--- src/rtl/sync_fifo_pkg.sv ---
// Shared helpers and types for the parametrised synchronous FIFO.
package sync_fifo_pkg;

  function automatic int ptr_width(input int depth);
    return (depth < 2) ? 1 : $clog2(depth);
  endfunction

  typedef struct packed {
    logic wr;
    logic rd;
  } fifo_acc_t;

endpackage

--- src/rtl/sync_fifo_param_ptr_ctr.sv ---
// Wrapping pointer counter, modulo DEPTH (not modulo a power of two).
module fifo_ptr_ctr
  import sync_fifo_pkg::*;
#(
  parameter int DEPTH = 8,
  localparam int PW = ptr_width(DEPTH)
) (
  input  logic          clk,
  input  logic          rst_n,
  input  logic          clr,
  input  logic          inc,
  output logic [PW-1:0] ptr
);

  localparam logic [PW-1:0] LAST = PW'(DEPTH - 1);

  logic [PW-1:0] ptr_q, ptr_d;

  always_comb begin
    ptr_d = ptr_q;
    if (clr) begin
      ptr_d = '0;
    end else if (inc) begin
      ptr_d = (ptr_q == LAST) ? '0 : ptr_q + 1'b1;
    end
  end

  always_ff @(posedge clk or negedge rst_n) begin
    if (!rst_n) ptr_q <= '0;
    else        ptr_q <= ptr_d;
  end

  assign ptr = ptr_q;

endmodule

--- src/rtl/sync_fifo_param.sv ---
// Parametrised single-clock FIFO: arbitrary depth, programmable thresholds,
// optional first-word-fall-through read, synchronous flush and sticky errors.
module sync_fifo_param
  import sync_fifo_pkg::*;
#(
  parameter int DATA_WIDTH = 16,
  parameter int DEPTH      = 8,
  parameter int AF_THRESH  = DEPTH - 1,
  parameter int AE_THRESH  = 1,
  parameter int FWFT       = 0,
  localparam int CW        = $clog2(DEPTH + 1)
) (
  input  logic                  clk,
  input  logic                  rst_n,
  input  logic                  flush,
  input  logic                  wr_en,
  input  logic [DATA_WIDTH-1:0] data_in,
  input  logic                  rd_en,
  output logic [DATA_WIDTH-1:0] data_out,
  output logic                  rd_valid,
  output logic                  wr_ack,
  output logic                  overflow,
  output logic                  underflow,
  output logic                  overflow_sticky,
  output logic                  underflow_sticky,
  output logic                  full,
  output logic                  empty,
  output logic                  almostfull,
  output logic                  almostempty,
  output logic [CW-1:0]         count
);

  localparam int PW = ptr_width(DEPTH);
  localparam logic [CW-1:0] DEPTH_C = CW'(DEPTH);
  localparam logic [CW-1:0] AF_C    = CW'(AF_THRESH);
  localparam logic [CW-1:0] AE_C    = CW'(AE_THRESH);

  if (DEPTH < 2) begin : g_chk_depth
    $error("sync_fifo_param: DEPTH must be >= 2");
  end
  if (AF_THRESH < 1 || AF_THRESH > DEPTH) begin : g_chk_af
    $error("sync_fifo_param: AF_THRESH must be in 1..DEPTH");
  end
  if (AE_THRESH < 0 || AE_THRESH > DEPTH - 1) begin : g_chk_ae
    $error("sync_fifo_param: AE_THRESH must be in 0..DEPTH-1");
  end

  fifo_acc_t             acc;
  logic [PW-1:0]         wr_ptr, rd_ptr;
  logic [DATA_WIDTH-1:0] mem_q [DEPTH];

  logic [CW-1:0]         count_q, count_d;
  logic [DATA_WIDTH-1:0] data_out_q, data_out_d;
  logic                  rd_valid_q, rd_valid_d;
  logic                  wr_ack_q, wr_ack_d;
  logic                  overflow_q, overflow_d;
  logic                  underflow_q, underflow_d;
  logic                  ovf_sticky_q, ovf_sticky_d;
  logic                  udf_sticky_q, udf_sticky_d;

  // A read frees a slot in the same cycle, so a full FIFO still takes a write.
  always_comb begin
    acc = '0;
    if (!flush) begin
      acc.rd = rd_en && (count_q != '0);
      acc.wr = wr_en && ((count_q < DEPTH_C) || acc.rd);
    end
  end

  always_comb begin
    count_d = count_q;
    case ({acc.wr, acc.rd})
      2'b10:   count_d = count_q + 1'b1;
      2'b01:   count_d = count_q - 1'b1;
      default: count_d = count_q;
    endcase
    if (flush) count_d = '0;

    wr_ack_d     = acc.wr;
    overflow_d   = !flush && wr_en && !acc.wr;
    underflow_d  = !flush && rd_en && !acc.rd;
    ovf_sticky_d = flush ? 1'b0 : (ovf_sticky_q | overflow_d);
    udf_sticky_d = flush ? 1'b0 : (udf_sticky_q | underflow_d);

    rd_valid_d = (FWFT == 0) && acc.rd;
    data_out_d = data_out_q;
    if ((FWFT == 0) && acc.rd) data_out_d = mem_q[rd_ptr];
  end

  always_ff @(posedge clk or negedge rst_n) begin
    if (!rst_n) begin
      count_q      <= '0;
      data_out_q   <= '0;
      rd_valid_q   <= 1'b0;
      wr_ack_q     <= 1'b0;
      overflow_q   <= 1'b0;
      underflow_q  <= 1'b0;
      ovf_sticky_q <= 1'b0;
      udf_sticky_q <= 1'b0;
    end else begin
      count_q      <= count_d;
      data_out_q   <= data_out_d;
      rd_valid_q   <= rd_valid_d;
      wr_ack_q     <= wr_ack_d;
      overflow_q   <= overflow_d;
      underflow_q  <= underflow_d;
      ovf_sticky_q <= ovf_sticky_d;
      udf_sticky_q <= udf_sticky_d;
    end
  end

  // Storage carries no reset; occupancy alone decides what is valid.
  always_ff @(posedge clk) begin
    if (acc.wr) mem_q[wr_ptr] <= data_in;
  end

  fifo_ptr_ctr #(.DEPTH(DEPTH)) u_wr_ptr (
    .clk   (clk),
    .rst_n (rst_n),
    .clr   (flush),
    .inc   (acc.wr),
    .ptr   (wr_ptr)
  );

  fifo_ptr_ctr #(.DEPTH(DEPTH)) u_rd_ptr (
    .clk   (clk),
    .rst_n (rst_n),
    .clr   (flush),
    .inc   (acc.rd),
    .ptr   (rd_ptr)
  );

  assign full        = (count_q == DEPTH_C);
  assign empty       = (count_q == '0);
  assign almostfull  = (count_q >= AF_C);
  assign almostempty = (count_q <= AE_C);
  assign count       = count_q;

  assign wr_ack           = wr_ack_q;
  assign overflow         = overflow_q;
  assign underflow        = underflow_q;
  assign overflow_sticky  = ovf_sticky_q;
  assign underflow_sticky = udf_sticky_q;

  // FWFT shows zero rather than stale storage while empty.
  assign data_out = (FWFT != 0) ? (empty ? '0 : mem_q[rd_ptr]) : data_out_q;
  assign rd_valid = (FWFT != 0) ? !empty : rd_valid_q;

endmodule

--- config.mk ---
export PLATFORM = sky130hd
export DESIGN_NAME = sync_fifo_param
export DESIGN_NICKNAME = d
export VERILOG_FILES = /design/src/rtl/sync_fifo_pkg.sv /design/src/rtl/sync_fifo_param_ptr_ctr.sv /design/src/rtl/sync_fifo_param.sv
export SDC_FILE = /design/constraint.sdc
export NUM_CORES = 1
export LEC_CHECK = 0
export ABC_AREA = 1
export BUFFER_PORTS_ARGS = -buffer_cell sky130_fd_sc_hd__buf_2
export CAP_MARGIN = 30
export CELL_PAD_IN_SITES_DETAIL_PLACEMENT = 1
export CELL_PAD_IN_SITES_GLOBAL_PLACEMENT = 2
export CORE_MARGIN = 2
export CORE_UTILIZATION = 40
export DETAILED_ROUTE_END_ITERATION = 8
export PLACE_DENSITY_LB_ADDON = 0.1
export SYNTH_ARGS = -nofsm -noshare
export SYNTH_HDL_FRONTEND = slang
export SYNTH_SLANG_ARGS = --single-unit
--- constraint.sdc ---
create_clock -name clk -period 2.8 [get_ports clk]
set_clock_uncertainty 0.05 [all_clocks]
set_input_delay 0.42 -clock clk [delete_from_list [all_inputs] [get_ports clk]]
set_output_delay 0.42 -clock clk [all_outputs]
set_load 0.02 [all_outputs]
# ---- Word level (Yosys, flattened, before mapping)
# Memory sizes are Yosys's and may differ from the RTL's. A register that Yosys moved wholly into a read port is not among the register bits.
# Cells that the tools add are included.
dict set report op_classes {
  add_sub_neg 4
  multipliers 0
  div 0
  n_lt_le_gt_ge 3
  eq_ne 5
  n_shift 0
  mux 13
  n_bitwise 2
  reduce_logical 16
}
# op count
set ops {}
lappend ops {{$mux W3} 6}
lappend ops {{$pmux W4 S2} 1}
lappend ops {{$add A3 B1 Y3 const B} 2}
lappend ops {{$eq A3 B3 Y1 const B} 2}
lappend ops {{$logic_and A1 B1 Y1} 6}
lappend ops {{$add A4 B1 Y4 const B} 1}
lappend ops {{$eq A4 B4 Y1 const B} 1}
lappend ops {{$ge A4 B3 Y1 const B} 1}
lappend ops {{$le A4 B1 Y1 const B} 1}
lappend ops {{$logic_not A1 Y1} 4}
lappend ops {{$logic_not A4 Y1} 1}
lappend ops {{$lt A4 B4 Y1 const B} 1}
lappend ops {{$mux W1} 4}
lappend ops {{$mux W4} 1}
lappend ops {{$reduce_bool A2 Y1} 2}
lappend ops {{$reduce_bool A4 Y1} 1}
lappend ops {{$sub A4 B1 Y4 const B} 1}
lappend ops {{$reduce_bool A3 Y1} 1}
lappend ops {{$eq A2 B1 Y1 const B} 1}
lappend ops {{$eq A2 B2 Y1 const B} 1}
lappend ops {{$mux W2} 1}
lappend ops {{$or A1 B1 Y1} 2}
lappend ops {{$logic_or A1 B1 Y1} 1}
dict set report totals {
  reg_bits 16
  latch_bits 0
  mem_bits_rw 128
  rom_bits 0
  memories 1
}
# name words word_bits read_ports rd_clocked_by_memory_dff wr line_no
set memory_table {}
lappend memory_table {mem_q 8 16 1 1 1 sync_fifo_param.sv:50} ;# logic [DATA_WIDTH-1:0] mem_q [DEPTH];

# ---- Depth between registers and ports, before layout
# Gate-level depths: netlist of the first run.
dict set report logic_depth {
  depth_word 9
  depth_mapped 9
  ltp_nobuf 9
}

# ---- Modules after synthesis
# From an unflattened synthesis of the first run, not the netlist that was laid out.
dict set report hier_totals {
  cells_unflattened 545
  area_unflattened_um2 6518.8
}
# module instances cells_each area_per_inst_um2 seq_area_each_um2
set modules_own_cells {}
lappend modules_own_cells {sync_fifo_param 1 511 6208.5 4494.3}
lappend modules_own_cells {fifo_ptr_ctr 2 17 155.1 75.1}

# ---- Worst setup path after synthesis of the first run
# OpenSTA, ideal clock, no wires.
dict set report synth_path {
  path_type {reg2reg}
  start {register count_q[3], in the netlist count[3]}
  end {memory mem_q[0][0] (enable)}
  arrival_time_ns 1.684
  slack_ns 0.677
  path_stages_with_launch 7
  path_buffers 1
  path_cell_list {dfrtp_1 -> buf_6 -> nand2_2 -> nand2_2 -> nor2_4 -> nand2_1 -> nor2_1}
}
dict set report synth_via {
  elab_chain_cells 7
}
# item line_no
set synth_lines {}
lappend synth_lines {{start, declared} sync_fifo_param.sv:52} ;# logic [CW-1:0] count_q, count_d;
lappend synth_lines {{start signal, assigned} sync_fifo_param.sv:101} ;# count_q <= count_d;
lappend synth_lines {{parallel branches: the longest is 2 deep, another holds $lt A4 B4 Y1} -}
lappend synth_lines {{$logic_or A1 B1 Y1 *} sync_fifo_param.sv:66} ;# acc.wr = wr_en && ((count_q < DEPTH_C) || acc.rd);
lappend synth_lines {{$logic_and A1 B1 Y1 *} sync_fifo_param.sv:66}
lappend synth_lines {{$mux W2 *} sync_fifo_param.sv:64} ;# if (!flush) begin
lappend synth_lines {{net u_wr_ptr.inc} sync_fifo_param_ptr_ctr.sv:11} ;# input logic inc,
lappend synth_lines {{$mux W1 *} sync_fifo_param.sv:114} ;# if (acc.wr) mem_q[wr_ptr] <= data_in;
lappend synth_lines {{$mux W1 (not written as such) *} sync_fifo_param.sv:114}
lappend synth_lines {{end, declared} sync_fifo_param.sv:50}
# Mark *: on every way through the listed nets, which the timed path passes.

# ---- Worst setup path after layout of the first run
dict set report layout_path {
  start {register count_q[0], in the netlist count[0]}
  end {output port almostempty}
}
dict set report layout_via {
  elab_chain_cells 1
}
# item line_no
set layout_lines {}
lappend layout_lines {{$le A4 B1 Y1} sync_fifo_param.sv:136} ;# assign almostempty = (count_q <= AE_C);
lappend layout_lines {{end, declared} sync_fifo_param.sv:29} ;# output logic almostempty,
# Every way passes these cells.

==> results.md, run 1 <==
* Status: completed
* Inserted Diodes at 0
* Setup_tns at 0 ns
* Register-to-register path setup slack at 0.77 ns
* Power Internal at approximately 4900 µW
* DR WL met2 at 7850 µm
* # hold bufs at CTS at 0
* Total gr overflow at 0
* Area growth syn-to-layout at 16.1%
* Worst reg2reg path startpoint: count[0]
* Core Area at 16,000 µm²
* DIE AREA at 17,500 µm²
* Critical path class: reg -> out
* Ranking of synthesized cells by area: edfxtp_1 (58%), dfrtp_1 (12%), nor2_1 (6.2%), nand2_1 (3.8%), o21ai_0 (3.6%)
* CTS tree: built
* Clock slew at reported path FFs at 0.06 ns
* R2r worst-path depth at 7
* I/O pin count at 51
* DIE HEIGHT at 132 µm
* Postcts setup bufs at 0
* Flop pwr share at 41.5%
* DRT antenna net count at 0
* Area leader, netlist: edfxtp_1
* Worst r2r dst: data_out[8]
* Post-Synthesis Cell Area at roughly 6600 µm²
* Net Count, Synth at between 500 and 600
* Synth Flop Type: edfxtp_1
* Wire length on met1 at roughly 7000 µm
* Register area share after synthesis at between 70% and 80%
* Leak at just under 0.003 µW
* Pwr Density at 934 nW/µm²
* Post-detailed-route DRC marker count at 0
* Die Width at 132 µm
* Clock Latency Late Sink at around 0.43 ns
* Layout cells sized above 1 at approximately 20%
* Highest metal used: met4
* Top-count cell post-synth: edfxtp_1
* WL final at 15,700 µm
* Metal3 WL at 382 µm
* Largest net degree at the start of global routing at 46
* Synth top cells by count: edfxtp_1 (128), nor2_1 (108), nand2_1 (67), o21ai_0 (47), dfrtp_1 (32)
* Clock power share at 34.6%
* Final Hold Fails at 0
* Endpoint class of the critical path: output pin
* Final setup vio count at 0
* Port bufs at 50
* Number of max-cap violations at 0
* Peak Freq at 474 MHz
* Crit path max fanout at 7
* Sw Share at around a third
* Initial antenna violation count at 0
* CP arrival at ~1.6 ns
* Clock tree buffer depth at 2
* First-pass GRT wire length at 25,200 µm
* Setup ws final at between 0.6 and 0.7 ns
* Pre-antenna DRT Iters at 4
* Final #Nets at a little over 600
* Vias at between 4k and 5k
* Least-Margin Pin Slew at between 0.8 and 0.9 ns
* Comb power frac at 23.8%
* Routed WL per cell at between 15 and 20 µm
* Row cnt at 46
* Syn Area/Cell at between 10 and 15 µm²
* Max transition margin at 43.0%
* Clock Tree Root: clkbuf_16
* Final period util at 75.4%
* Capture point of the worst path: almostempty
* Unrepaired setup endpoints after global routing: false
* Vias per Instance at between 5 and 6
* Worst EP required at approximately 2.3 ns
* Setup crit start kind: flop
* Initial core utilization at 41.2%
* RD Place Congestion at about 0.74
* Synth unique cells at 28
* Fin. max-slew vios at 0
* Htree depth at 4
* Pre-CTS setup slack at 0.766 ns
* Area share of the largest cell type after synthesis at 58.4%
* Min cycle time layout at 2.11 ns
* Synth Warn # at 0
* Post-synth EDFFs at roughly 130
* Cells after Synth at 533
* Net Sw Power at 2260 µW
* Tot GR Track Use at a little under 20%
* Peak VDD IR at approximately 0.44 mV
* Ys async rst share at between 20% and 30%
* Num Clock Sinks at 160
* Vias in the first global route at 4,590
* Count of cells resized by post-cts repair at 0
* Hold Path Class: in -> async
* Critical Path Start: count[0]
* Drt first-iter violations at 219
* FF+latch count, synth at 160
* Inserted Clock Buffers at 17
* Final HPWL DP at 9330 µm
-- layout by cell type (no fill, tap or decap), types with 2 or more instances in the layout --
cell type   instances
ha_1                7
o21ai_0            47
nand2_1            67
clkinvlp_4          2
bufinv_16           5
clkinv_1            3
inv_1              11
dfrtp_1            31
xnor2_1             2
edfxtp_1          128
clkbuf_16          17
o21ai_1            24
nor2_1            108
nand4_1             3
buf_4              15
nand2_2             6
o211ai_2            9
clkbuf_1            2
clkinv_2            2
nand2_4             2
a21oi_1             2
nand3_1            21
buf_2              50
nor2_4              2
o211ai_1           23
inv_2               5
-- power groups by stage --
stage / combinational (µW) / sequential, µW / clock [µW]
2_1_floorplan: 1170 / 3090 / 0
3_5_place_dp: 1730 / 3020 / 0
3_3_place_gp: 1690 / 3020 / 0
4_1_cts: 1740 / 2980 / 2540
6_report: 1700 / 2970 / 2480
5_1_grt: 1920 / 3000 / 2630
-- through the flow --
step           hold WS (ns)  instances  power [µW]  util, %  area (µm²)
2_1_floorplan        0.0744        533        4260        -        6590
3_3_place_gp          0.412        786        4710     43.9        7020
3_5_place_dp          0.410        786        4750     43.9        7020
4_1_cts              0.0681        817        7260     47.8        7650
5_1_grt              0.0869        817        7550     47.8        7650
6_report             0.0457        817        7140     47.8        7650
-- sequential cells by signal, summed over array words and instances, names as in the netlist --
name / count
overflow_sticky: 1
underflow_sticky: 1
rd_valid: 1
wr_ack: 1
mem_q: 128
count: 4
overflow: 1
u_wr_ptr.ptr: 3
u_rd_ptr.ptr: 3
data_out: 16
underflow: 1
-- cell families (layout without fill, tap and decap cells) --
family,after synthesis,count (layout),synth area share (%)
simple gates,211,211,13.5
flops,160,160,70.5
compound gates,106,106,9.98
buf+inv,46,114,4.27
fa+ha+maj,7,7,1.33
xor+xnor,3,3,0.399
-- worst min path at each step --
stage	end	from	cells after the start	slack [ns]
2_1_floorplan	count[0]	rst_n	0	0.07
3_3_place_gp	underflow_sticky	underflow_sticky	2	0.41
3_5_place_dp	data_out[8]	data_out[8]	2	0.41
4_1_cts	count[2]	rst_n	1	0.07
5_1_grt	data_out[8]	rst_n	1	0.09
6_report	data_out[13]	rst_n	1	0.05
-- cell type report --
class / instances / area [µm²]
clock buffer: 19 / 433
clock inverter: 12 / 191
fill: 1722 / 8350
inverter: 17 / 63.8
multi-input combinational: 327 / 1660
sequential: 160 / 4650
tap: 216 / 270
timing repair buffer: 66 / 383
-- critical path: stages (launching register included) --
cell	delay, ns
dfrtp_1	0.45
inv_1	0.13
ha_1	0.29
nand2_4	0.10
nand2_1	0.09
buf_2	0.16
-- per-layer routing --
layer | track usage (%) | vias up
met3 | 4.38 | 23
met2 | 32.4 | 64
met5 | 0 | -
met1 | 24.2 | 2150
met4 | 8.12 | 0
li1 | - | 1992
(Power assumes the default switching activity.)
==> inputs of run 2 (changes only) <==
==> constraint.sdc (replaced) <==
create_clock -name clk -period 2.1 [get_ports clk]
set_clock_uncertainty 0.05 [all_clocks]
set_input_delay 0.315 -clock clk [delete_from_list [all_inputs] [get_ports clk]]
set_output_delay 0.315 -clock clk [all_outputs]
set_load 0.02 [all_outputs]
==> results.md, run 2 (synthesized netlist as in run 1, its figures left out) <==
* Area of the multi-input gates at 1660 µm² (+0.30%)
* Peak Freq at roughly 500 MHz
* Clock slew at reported path FFs at 0.06 ns (about the same)
* Min cycle time layout at 1.96 ns
* Routed WL per cell at 19.7 µm (+2.8%)
* Max reg flops at 128 (unchanged)
* Num Clock Sinks at 160 (unchanged)
* Final HPWL DP at 10,100 µm (+8.0%)
* DIE HEIGHT at 132 µm (unchanged)
* RD Place Congestion at 0.753 (+2.3%)
* Total gr overflow at 0 (unchanged)
* Biggest register: mem_q
* WP buf/inv at 3 (+1)
* Net Sw Power at 3010 µW (+33%)
* Clock Latency Late Sink at 0.43 ns (about the same)
* Drt first-iter violations at 256 (+17%)
* Final #Nets at 626 (+1.5%)
* Die Width at 132 µm (unchanged)
* Clock Tree Root: clkbuf_16
* WHS at 0.0701 ns (+0.0244 ns)
* Commonest non-fill, non-tap cell in the layout: edfxtp_1
* DRT antenna net count at 0 (unchanged)
* Tot GR Track Use at 19.9% (+0.60 points)
* Inserted Clock Buffers at 17 (unchanged)
* Sw Share at 31.1% (-0.50 points)
* Comb power frac at 24.9% (+1.1 points)
* Vias in the first global route at 4,664 (+1.6%)
* Row cnt at 46 (unchanged)
* Final period util at approximately 93%
* CP arrival at 1.60 ns (-0.04 ns)
* Worst EP required at 1.74 ns (-0.59 ns)
* Layout fillers at 1,740 (+1.0%)
* Endpoint class of the critical path: output pin
* Cell Chain, Critical Path: inv_1 -> ha_2 -> nand2_4 -> inv_1 -> buf_2
* Inserted Diodes at 0 (unchanged)
* Status: completed
* Slowest stage delay, CP at 0.45 ns (about the same)
* Number of max-cap violations at 0 (unchanged)
* Final setup vio count at 0 (unchanged)
* Layout cells sized above 1 at 21.3% (+1.5 points)
* Crit path max fanout at 7 (unchanged)
* Vias per Instance at 5.18 (about the same)
* Flop pwr share at 40.4% (-1.1 points)
* Unrepaired setup endpoints after global routing: false
* CTS tree: built
* DIE AREA at 17,500 µm² (unchanged)
* Largest net degree at the start of global routing at 36 (-22%)
* Most frequent cells in the layout: edfxtp_1 (128), nor2_1 (107), nand2_1 (67), buf_2 (50), o21ai_0 (47)
* Setup_tns at 0 ns (unchanged)
* Top delay family on crit path: flip-flops
* Core Area at 16,000 µm² (unchanged)
* WL final at 16,300 µm (+4.0%)
* Vias at 4,285 (+1.3%)
* I/O pin count at 51 (unchanged)
* Fin cells at 827 (+1.2%)
* Hold Path Class: in -> reg
* Area growth syn-to-layout at 18.0%
* Critical path class: reg -> out
* Peak VDD IR at 0.596 mV (+36%)
* Htree depth at 4 (unchanged)
* Register-to-register path setup slack at 0.21 ns (-0.56 ns)
* Max transition margin at 39.2% (-3.8 points)
* Fin. max-slew vios at 0 (unchanged)
* Initial antenna violation count at 0 (unchanged)
* First-pass GRT wire length at 26,100 µm (+3.4%)
* Post-detailed-route DRC marker count at 0 (unchanged)
* CP max-delay cell: dfrtp_1
* Power Internal at 6680 µW (+37%)
* Initial core utilization at 41.2% (unchanged)
* Total power at 9690 µW (+36%)
* Critical Path Most Common Cell: inv_1
* Port bufs at 50 (unchanged)
* Pwr Density at 1250 nW/µm² (+33%)
* Clock tree buffer depth at 2 (unchanged)
* Placed cell count at 794 (+1.0%)
* Leak at 0.00300 µW (+2.4%)
* Pre-antenna DRT Iters at 4 (unchanged)
* Setup crit start kind: flop
* Final Hold Fails at 0 (unchanged)
* FF/Latch Area at 4650 µm² (unchanged)
* Least-Margin Pin Slew at 0.906 ns (+0.0564 ns)
* Clock power share at 34.6% (about the same)
## run 2: worst paths after layout
path,start,endpoint,depth (start not counted)
max,count[0],empty,5
min,flush,wr_ack,2
max reg2reg,count[3],mem_q[0][13],6
min reg2reg,data_out[11],data_out[11],2
max in group asynchronous,rst_n,underflow,3
min in group asynchronous,rst_n,data_out[0],2
## run 2: cell type report
| cell class | count | share of cell area [%] |
|---|---|---|
| timing repair buffer | 75 | 6.15 |
| tap | 216 | 3.48 |
| sequential | 160 | 59.8 |
| multi-input combinational | 327 | 21.4 |
| clock inverter | 5 | 1.61 |
| inverter | 17 | 0.821 |
| clock buffer | 27 | 6.73 |
## run 2: per-stage QoR
stage	utilization, %	setup slack, ns	instance area (µm²)
after floorplan	-	-0.0225	6590
after global placement	44.4	0.286	7110
after detailed placement	44.4	0.213	7110
after CTS	48.5	0.0431	7770
after global routing	48.6	0.0272	7770
final	48.6	0.137	7770
## run 2: worst reg2reg max path: cells and delay by family (launching register included)
family	cells	cell delay (ns)
flip-flops	1	0.52
buffers and inverters	1	0.32
AND/OR/NAND/NOR	5	0.66
## run 2: power groups by stage
stage	Sequential (µW)	Combinational (µW)	Clock, µW
final	3920	2420	3350
after global routing	3950	2710	3550
after CTS	3920	2460	3400
after detailed placement	3980	2440	0
after global placement	3980	2390	0
after floorplan	4130	1560	0
## run 2: what timing repair did
item                       CTS  global route
hold endpoints to repair    16             0
hold buffers                 1             0
setup endpoints to repair    0             3
resized for setup            0             1
setup buffers                0             0
## run 2: routing by layer
metal | GRT usage [%] | part of all wire, % | vias to the layer above
met5 | 0 | 0 | -
met4 | 5.73 | 1.0 | 0
met3 | 4.58 | 3.0 | 14
met2 | 32.6 | 49 | 66
met1 | 26.8 | 47 | 2200
li1 | - | - | 2005
==> inputs of run 3 (changes only) <==
--- a/config.mk
+++ b/config.mk
@@ -5,7 +5,6 @@
 export SDC_FILE = /design/constraint.sdc
 export NUM_CORES = 1
 export LEC_CHECK = 0
-export ABC_AREA = 1
 export BUFFER_PORTS_ARGS = -buffer_cell sky130_fd_sc_hd__buf_2
 export CAP_MARGIN = 30
 export CELL_PAD_IN_SITES_DETAIL_PLACEMENT = 1
==> results.md, run 3 <==
* Status: completed
* Post-Synthesis Cell Area at 6330 µm² (-3.8%)
* Post-synth EDFFs at 128 (unchanged)
* Critical path class: reg -> out
* Die Width at 130 µm (-1.9%)
* CP max-delay cell: dfrtp_1
* Cell Chain, Critical Path: inv_1 -> ha_2 -> nor3b_4 -> buf_4 -> buf_4
* DIE HEIGHT at 130 µm (-1.9%)
* Setup ws final at 0.128 ns (-0.00874 ns)
* First-pass GRT wire length at 21,500 µm (-18%)
* Finished layout cell area at 7760 µm² (-0.13%)
* RD Place Congestion at 0.704 (-6.5%)
* Levels on crit path at 5 (unchanged)
* CP arrival at 1.61 ns (about the same)
* Clock slew at reported path FFs at 0.06 ns (about the same)
* Synth top cells by count: edfxtp_1 (128), mux2i_1 (66), nand2_1 (42), a22oi_1 (32), dfrtp_1 (32)
* Clock Latency Late Sink at 0.41 ns (-0.02 ns)
* Final period util at 93.9% (+0.42 points)
* Worst reg2reg path startpoint: count[1]
* Pre-CTS setup slack at 0.202 ns (-0.0111 ns)
* Inserted Clock Buffers at 17 (unchanged)
* Num Clock Sinks at 160 (unchanged)
* Vias at 3,587 (-16%)
* Post-synthesis adder-cell area fraction at 1.38% (+0.053 points)
* Net Count, Synth at 431 (-23%)
* FF+latch count, synth at 160 (unchanged)
* Peak Freq at 507 MHz (-0.44%)
* Worst r2r dst: count[2]
* Routed WL per cell at 20.0 µm (+1.7%)
* Most frequent cells in the layout: edfxtp_1 (128), mux2i_1 (66), buf_2 (49), nand2_1 (42), a22oi_1 (32)
* Tot GR Track Use at 17.9% (-2.1 points)
* Ranking of synthesized cells by area: edfxtp_1 (61%), dfrtp_1 (13%), mux2i_1 (10%), a22oi_1 (3.8%), nand2_1 (2.5%)
* Clock power share at 35.9% (+1.3 points)
* Register area share after synthesis at 73.3% (+2.8 points)
* Least-Margin Pin Slew at 0.544 ns (-0.363 ns)
* Min cycle time layout at 1.97 ns (+0.00874 ns)
* Setup crit start kind: flop
* Commonest non-fill, non-tap cell in the layout: edfxtp_1
* FF/Latch Area at 4650 µm² (about the same)
* Area leader, netlist: edfxtp_1
* Initial core utilization at 41.3% (+0.19 points)
* Ys async rst share at 20.0% (unchanged)
* R2r worst-path depth at 7 (+1)
* Pre-antenna DRT Iters at 4 (unchanged)
* Layout cells sized above 1 at 24.4% (+3.1 points)
* Worst EP required at 1.74 ns (about the same)
* Cells after Synth at 403 (-24%)
* Flop pwr share at 42.1% (+1.7 points)
* Sw Share at 27.6% (-3.5 points)
* Syn Area/Cell at 15.7 µm² (+27%)
* Power Internal at 6580 µW (-1.5%)
* Area growth syn-to-layout at 22.5%
* Number of max-cap violations at 0 (unchanged)
* Net Sw Power at 2500 µW (-17%)
* Area fraction in compound gates after synthesis at 5.08% (-4.9 points)
* Largest family of logic cells by synthesized area: multiplexers
* Vias per Instance at 5.07 (-2.1%)
* Final Hold Fails at 0 (unchanged)
* Layout fillers at 1,527 (-12%)
* Capture point of the worst path: empty
* WHS at 0.119 ns (+0.0490 ns)
* Unrepaired setup endpoints after global routing: false
* Placement Cell Area at 7080 µm² (-0.35%)
* Slowest stage delay, CP at 0.38 ns (-0.07 ns)
* Htree depth at 4 (unchanged)
* Max transition margin at 63.8% (+25 points)
* DRT antenna net count at 0 (unchanged)
* Total power at 9080 µW (-6.3%)
* Clock tree buffer depth at 2 (unchanged)
* Fin. max-slew vios at 0 (unchanged)
* Top-count cell post-synth: edfxtp_1
* Initial antenna violation count at 0 (unchanged)
* Comb power frac at 22.0% (-2.9 points)
* Largest net degree at the start of global routing at 47 (+31%)
* Layout Utilization at 50.7% (+2.1 points)
* Endpoint class of the critical path: output pin
* Max reg flops at 128 (unchanged)
* Proportion of synthesized area in mux cells at 10.6% (+11 points)
* Simple-Gate Fraction of Synth Area at 7.47% (-6.0 points)
* Synth Area in XOR/XNOR at 0.356% (-0.043 points)
* Drt first-iter violations at 141 (-45%)
* Pwr Density at 1170 nW/µm² (-6.2%)
* Biggest register: mem_q
* Area share of the largest cell type after synthesis at 60.7% (+2.3 points)
* Post-detailed-route DRC marker count at 0 (unchanged)
* Inserted Diodes at 0 (unchanged)
* WP buf/inv at 3 (unchanged)
* WL final at 14,200 µm (-13%)
* Area of the multi-input gates at 1630 µm² (-2.2%)
* I/O pin count at 51 (unchanged)
* Hold Path Class: in -> reg
* Top delay family on crit path: flip-flops
* Synth Flop Type: edfxtp_1
* Core Area at 15,300 µm² (-4.3%)
* Crit path max fanout at 4 (-3)
* CTS tree: built
* Final HPWL DP at 8630 µm (-14%)
* Peak VDD IR at 0.544 mV (-8.7%)
* Total gr overflow at 0 (unchanged)
* Register-to-register path setup slack at 0.18 ns (-0.03 ns)
* Critical Path Start: count[1]
* Synth Warn # at 0 (unchanged)
* Final #Nets at 511 (-18%)
* Critical Path Most Common Cell: buf_4
* Vias in the first global route at 3,786 (-19%)
* Clock Tree Root: clkbuf_16
* Leak at 0.00282 µW (-6.2%)
* DIE AREA at 16,900 µm² (-3.7%)
* Synth unique cells at 34 (+21%)
* Row cnt at 45 (-2.2%)
* Final setup vio count at 0 (unchanged)
* Port bufs at 50 (unchanged)
## run 3: cell types whose count changed in the layout (fill, tap and decap cells not counted), sizes merged, moves of 4 or more
cell | previous run | this run
buf | 74 | 80
clkbuf | 27 | 20
o211ai | 32 | 0
mux2i | 0 | 66
nand2 | 75 | 42
inv | 16 | 2
nor2 | 110 | 17
nand3 | 22 | 16
a22oi | 0 | 32
a21oi | 2 | 7
o21ai | 71 | 0
nand2b | 0 | 4
nor2b | 0 | 4
## run 3: routing by layer
layer  global-route usage, %  vias to the layer above  wire length, µm
met4                    5.31                        0               94
met1                    22.4                     1833             6170
met5                       0                        -                0
li1                        -                     1685                -
met2                    31.4                       63             7410
met3                    3.65                        6              477
## run 3: power by group through the flow
stage	Clock (µW)	Combinational (µW)	Sequential [µW]
after CTS	3330	1970	3820
after global placement	0	1910	3870
after global routing	3450	2200	3850
after floorplan	0	976	4120
final	3260	2000	3820
after detailed placement	0	1940	3880
## run 3: worst min path at each step
| stage | from | endpoint | slack, ns | cells past startpoint |
|---|---|---|---|---|
| after floorplan | rst_n | count[0] | -0.03 | 0 |
| after global placement | rst_n | wr_ack | 0.27 | 1 |
| after detailed placement | rst_n | overflow | 0.28 | 1 |
| after CTS | data_in[3] | mem_q[0][3] | 0.10 | 1 |
| after global routing | data_in[3] | mem_q[0][3] | 0.12 | 1 |
| final | data_in[4] | mem_q[3][4] | 0.12 | 1 |
## run 3: cells by family (layout without fill, tap and decap cells)
kind of cell    Yosys count  count (layout)
flops                   160             160
simple gates            100             100
mux                      67              67
compound gates           45              45
buf+inv                  23             116
fa+ha+maj                 7               7
xor+xnor                  1               1
## run 3: worst register-to-register path, delay by kind of cell, from the launching register on
kind / cells / cell delay, ns
AOI/OAI and AO/OA: 1 / 0.14
and+or+nand+nor: 2 / 0.46
buffers and inverters: 2 / 0.23
adders and majority gates: 1 / 0.20
DFF: 1 / 0.38
muxes: 1 / 0.33
## run 3: layout make-up
| cell class | instances | area share [%] |
|---|---|---|
| tap | 211 | 3.40 |
| multi-input combinational | 220 | 21.0 |
| sequential | 160 | 59.9 |
| clock inverter | 12 | 2.45 |
| clock buffer | 20 | 5.63 |
| timing repair buffer | 81 | 7.42 |
| inverter | 3 | 0.210 |
## run 3: stage by stage
| stage | cells | setup TNS (ns) |
|---|---|---|
| 6_report | 707 | 0 |
| 5_1_grt | 707 | 0 |
| 4_1_cts | 705 | 0 |
| 3_5_place_dp | 672 | 0 |
| 3_3_place_gp | 672 | 0 |
| 2_1_floorplan | 403 | -1.53 |
## run 3: repair_timing
item | CTS | global route
pin swaps | 0 | 0
setup buffers | 0 | 2
gates resized for setup | 1 | 2
hold endpoints to repair | 19 | 0
setup endpoints to repair | 1 | 1
hold buffers | 1 | 0
